## src/rtl/alu_req_arbiter.sv

```systemverilog
// alu_req_arbiter: round-robin sharing of one ALU between two requesters.
// Operands are registered onto the ALU; the result is captured after ALU_LAT cycles and held until accepted.
module alu_req_arbiter #(
    parameter int WIDTH   = 32,
    parameter int ALU_LAT = 1
) (
    input  logic             clk,
    input  logic             rst_n,
    input  logic             req0_valid,
    output logic             req0_ready,
    input  logic [WIDTH-1:0] req0_a,
    input  logic [WIDTH-1:0] req0_b,
    input  logic [2:0]       req0_op,
    input  logic             req0_sub,
    input  logic             req0_cin,
    input  logic             req1_valid,
    output logic             req1_ready,
    input  logic [WIDTH-1:0] req1_a,
    input  logic [WIDTH-1:0] req1_b,
    input  logic [2:0]       req1_op,
    input  logic             req1_sub,
    input  logic             req1_cin,
    output logic [WIDTH-1:0] alu_a,
    output logic [WIDTH-1:0] alu_b,
    output logic [2:0]       alu_opcode,
    output logic             alu_sub,
    output logic             alu_cin,
    input  logic [WIDTH-1:0] alu_result,
    input  logic [3:0]       alu_status,
    output logic             rsp_valid,
    input  logic             rsp_ready,
    output logic             rsp_id,
    output logic [WIDTH-1:0] rsp_result,
    output logic [3:0]       rsp_status
);
    typedef enum logic [1:0] {IDLE, EXEC, RESP} state_t;
    state_t     r_state;
    logic       r_last;
    logic [3:0] r_cnt;
    logic       w_g0, w_g1;
    // rst_n gating keeps ready low while reset is held, even if valids are up
    assign w_g0 = rst_n && r_state == IDLE && req0_valid && (!req1_valid || r_last);
    assign w_g1 = rst_n && r_state == IDLE && req1_valid && (!req0_valid || !r_last);
    assign req0_ready = w_g0;
    assign req1_ready = w_g1;
    always_ff @(posedge clk or negedge rst_n) begin
        if (!rst_n) begin
            r_state    <= IDLE;
            r_last     <= 1'b1;
            r_cnt      <= '0;
            alu_a      <= '0;
            alu_b      <= '0;
            alu_opcode <= '0;
            alu_sub    <= 1'b0;
            alu_cin    <= 1'b0;
            rsp_valid  <= 1'b0;
            rsp_id     <= 1'b0;
            rsp_result <= '0;
            rsp_status <= '0;
        end else begin
            case (r_state)
                IDLE: if (w_g0 || w_g1) begin
                    alu_a      <= w_g1 ? req1_a : req0_a;
                    alu_b      <= w_g1 ? req1_b : req0_b;
                    alu_opcode <= w_g1 ? req1_op : req0_op;
                    alu_sub    <= w_g1 ? req1_sub : req0_sub;
                    alu_cin    <= w_g1 ? req1_cin : req0_cin;
                    r_last     <= w_g1;
                    r_cnt      <= 4'(ALU_LAT - 1);
                    r_state    <= EXEC;
                end
                EXEC: if (r_cnt == 4'd0) begin
                    rsp_result <= alu_result;
                    rsp_status <= alu_status;
                    rsp_id     <= r_last;
                    rsp_valid  <= 1'b1;
                    r_state    <= RESP;
                end else begin
                    r_cnt <= r_cnt - 4'd1;
                end
                RESP: if (rsp_ready) begin
                    rsp_valid <= 1'b0;
                    r_state   <= IDLE;
                end
                default: r_state <= IDLE;
            endcase
        end
    end
endmodule

```

## config.mk

```make
export PLATFORM = sky130hd
export DESIGN_NAME = alu_req_arbiter
export DESIGN_NICKNAME = d
export VERILOG_FILES = /design/src/rtl/alu_req_arbiter.sv
export SDC_FILE = /design/constraint.sdc
export NUM_CORES = 1
export LEC_CHECK = 0
export ABC_AREA = 1
export BUFFER_PORTS_ARGS = -buffer_cell sky130_fd_sc_hd__clkbuf_2
export CORE_ASPECT_RATIO = 0.5
export CORE_MARGIN = 3
export CORE_UTILIZATION = 35
export DETAILED_ROUTE_END_ITERATION = 12
export PLACE_DENSITY = 0.61
export SYNTH_ARGS = -nofsm -noshare
export SYNTH_HDL_FRONTEND = slang
export SYNTH_SLANG_ARGS = --single-unit
```

## constraint.sdc

```tcl
create_clock -name clk -period 3.66 [get_ports clk]
set_input_delay 0.549 -clock clk [delete_from_list [all_inputs] [get_ports clk]]
set_output_delay 0.549 -clock clk [all_outputs]
set_load 0.02 [all_outputs]
```

==> results.json <==
{
  "outcome": "finished clean",
  "avgRoutedWirePerCell_um": 12.2,
  "synth.area.top_cells": "dfrtp_1, nand2_1, inv_1",
  "fmax_mhz": 363,
  "grt_pass1_vias": 5119,
  "slew_viol_final": 0,
  "r2r_end": "alu_b[15]",
  "relSlewSlack": 0.402,
  "cts-resized-gates": 0,
  "fp.dieH_um": 96.0,
  "place_inst": 1260,
  "ys_types": 20,
  "cts_hold_buf": 0,
  "fin_skew_ns": 0.0115,
  "syn_inst": 798,
  "rr_startpoint": "r_state[0]",
  "io_pins": 288,
  "cts.path.max_buffers": 2,
  "die_w_um": 186,
  "hold_path.class": "in -> async",
  "dieArea_um2": 17900,
  "rows": 32,
  "root_buffer": "clkbuf_16",
  "antenna_cells": 0,
  "place_congestion": 0.758,
  "synth_top_cell_area_share": 0.498,
  "setup_viol": 0,
  "fin_crit_ns": 2.76,
  "synth_top_cell_by_area": "dfrtp_1",
  "cts_sinks": 114,
  "first_pass_iters": 4,
  "clkTransAtPathRegs_ns": 0.06,
  "drive_gt1_frac": 0.310,
  "grt.total_usage": 0.175,
  "cp.required_ns": 3.11,
  "leakagePower_nw": 5.07,
  "drc": 0,
  "critPathKind": "reg -> out",
  "areaGrowthSynthToFinish_pct": 38.7,
  "cts_made_buffers": 17,
  "grt_max_degree": 72,
  "cts-htree-levels": 4,
  "fin_tns_setup_ns": 0,
  "final_cells": 1292,
  "rsz0062_at_grt": "no",
  "cap_violations": 0,
  "hpwlAfterDp_um": 11600,
  "wirelength_um": 15800,
  "worstMarginPinSlew_ns": 0.893,
  "avgSynthCellArea_um2": 7.11,
  "nets": 1256,
  "ir_worst_vdd_v": 0.000359,
  "synth.yosys.warnings": 0,
  "worstSetupStartpointType": "flip-flop",
  "cts_tree": "done",
  "critPathCaptureType": "primary output",
  "fillers": 1608,
  "start_util": 0.363,
  "grt_overflow": 0,
  "p_per_area_nw_per_um2": 848,
  "timing.final.crit_share": 0.753,
  "crit_path_max_fanout": 70,
  "yosys_register_bits": 114,
  "syn_area_um2": 5670,
  "insertion_delay_ns": 0.40,
  "worstPathArrival_ns": 2.21,
  "antenna_found_initial": 0,
  "ant_nets": 0,
  "seq_area_frac_synth": 0.503,
  "whs_ns": 0.327,
  "cts_setup_buffers": 0,
  "report.final.hold_viol_count": 0,
  "portBuffers": 287,
  "dr.first_iter.drc_count": 223,
  "ff2ff_setup_slack_ns": 1.43,
  "coreArea_um2": 15600,
  "routed-via-count": 5524,
  "grt_pass1_wl_um": 24900,
  "syn-num-nets": 979,
  "r2r_cells": 8,
  "vias_per_cell": 4.28
}
==> registers in the layout (all words and copies together) (netlist names) <==
signal and count:
alu_a 32, alu_b 32, alu_cin 1, alu_opcode 3, alu_sub 1, r_cnt 4
r_last 1, r_state 2, rsp_id 1, rsp_result 32, rsp_status 4, rsp_valid 1
==> cell usage in the layout (no fill, tap or decap), drive strengths merged <==
cell | Yosys | routed
buf | 27 | 8
bufinv | 0 | 3
clkbuf | 9 | 304
clkinv | 0 | 3
clkinvlp | 0 | 4
dfrtp | 113 | 113
dfstp | 1 | 1
ha | 2 | 2
inv | 183 | 187
nand2 | 337 | 337
nand3 | 76 | 76
nand4 | 1 | 1
nor2 | 9 | 9
o21ai | 38 | 38
o31ai | 1 | 1
xor2 | 1 | 1
==> cell type report <==
| class | instances | area, µm² | share of cell area |
|---|---|---|---|
| Clock inverter | 14 | 178 | 0.0226 |
| Timing Repair Buffer | 294 | 1490 | 0.190 |
| Clock buffer | 18 | 439 | 0.0558 |
| Multi-Input combinational cell | 465 | 1960 | 0.249 |
| Tap cell | 204 | 255 | 0.0324 |
| Sequential cell | 114 | 2850 | 0.363 |
| Inverter | 183 | 687 | 0.0873 |
==> metrics by stage <==
stage	instance area (µm²)	utilization	power (W)	setup slack, ns
finish	7870	0.504	0.00667	0.904
global route	7870	0.504	0.00719	0.767
CTS	7870	0.504	0.00677	0.901
detailed placement	7250	0.464	0.00501	1.16
global placement	7250	0.464	0.00495	1.19
floorplan	5670	-	0.00397	1.97
==> logic make-up (layout without fill, tap and decap cells) <==
| kind of cell | Yosys count | after routing | share of synthesized area |
|---|---|---|---|
| adder cells (fa/ha/maj) | 2 | 2 | 0.00441 |
| XOR/XNOR | 1 | 1 | 0.00154 |
| AND/OR/NAND/NOR | 423 | 423 | 0.303 |
| flip-flops | 114 | 114 | 0.503 |
| AO/OA/AOI/OAI | 39 | 39 | 0.0348 |
| buffers and inverters | 219 | 509 | 0.154 |
==> layer usage <==
layer	track usage	share of wire	vias to the layer above
li1	-	-	2873
met1	0.211	0.42	2481
met2	0.317	0.51	148
met3	0.0351	0.048	22
met4	0.0594	0.018	0
met5	0	0	-
==> power by group <==
group	switching (W)	total [W]	internal, W
registers	0.000348	0.00222	0.00187
logic	0.00185	0.00273	0.000876
clock network	0.000623	0.00172	0.00110
total	0.00282	0.00667	0.00385
==> Yosys cell counts <==
master and instances:
buf_2 24, buf_4 1, buf_6 2, clkbuf_1 9, dfrtp_1 113, dfstp_2 1
ha_1 2, inv_1 181, inv_2 2, nand2_1 335, nand2_2 2, nand3_1 76
nand4_2 1, nor2_1 5, nor2_2 2, nor2_4 2, o21ai_0 12, o21ai_1 26
o31ai_1 1, xor2_1 1
==> worst max-delay path by stage <==
stage | from | to | slack (ns) | cells after the start
6_report | r_state[0] | req1_ready | 0.90 | 5
3_3_place_gp | req0_valid | req1_ready | 1.19 | 6
4_1_cts | r_state[0] | req1_ready | 0.90 | 5
3_5_place_dp | req0_valid | req1_ready | 1.16 | 6
5_1_grt | r_state[0] | req1_ready | 0.77 | 5
2_1_floorplan | req0_valid | req1_ready | 1.97 | 4
==> critical path, stage by stage, from the launching register on <==
cell	delay, ns
dfrtp_1	0.42
nor2_2	0.20
nand2_2	0.12
nor2_4	0.14
buf_4	0.57
clkbuf_2	0.29
Power figures use the tool's default switching activity.
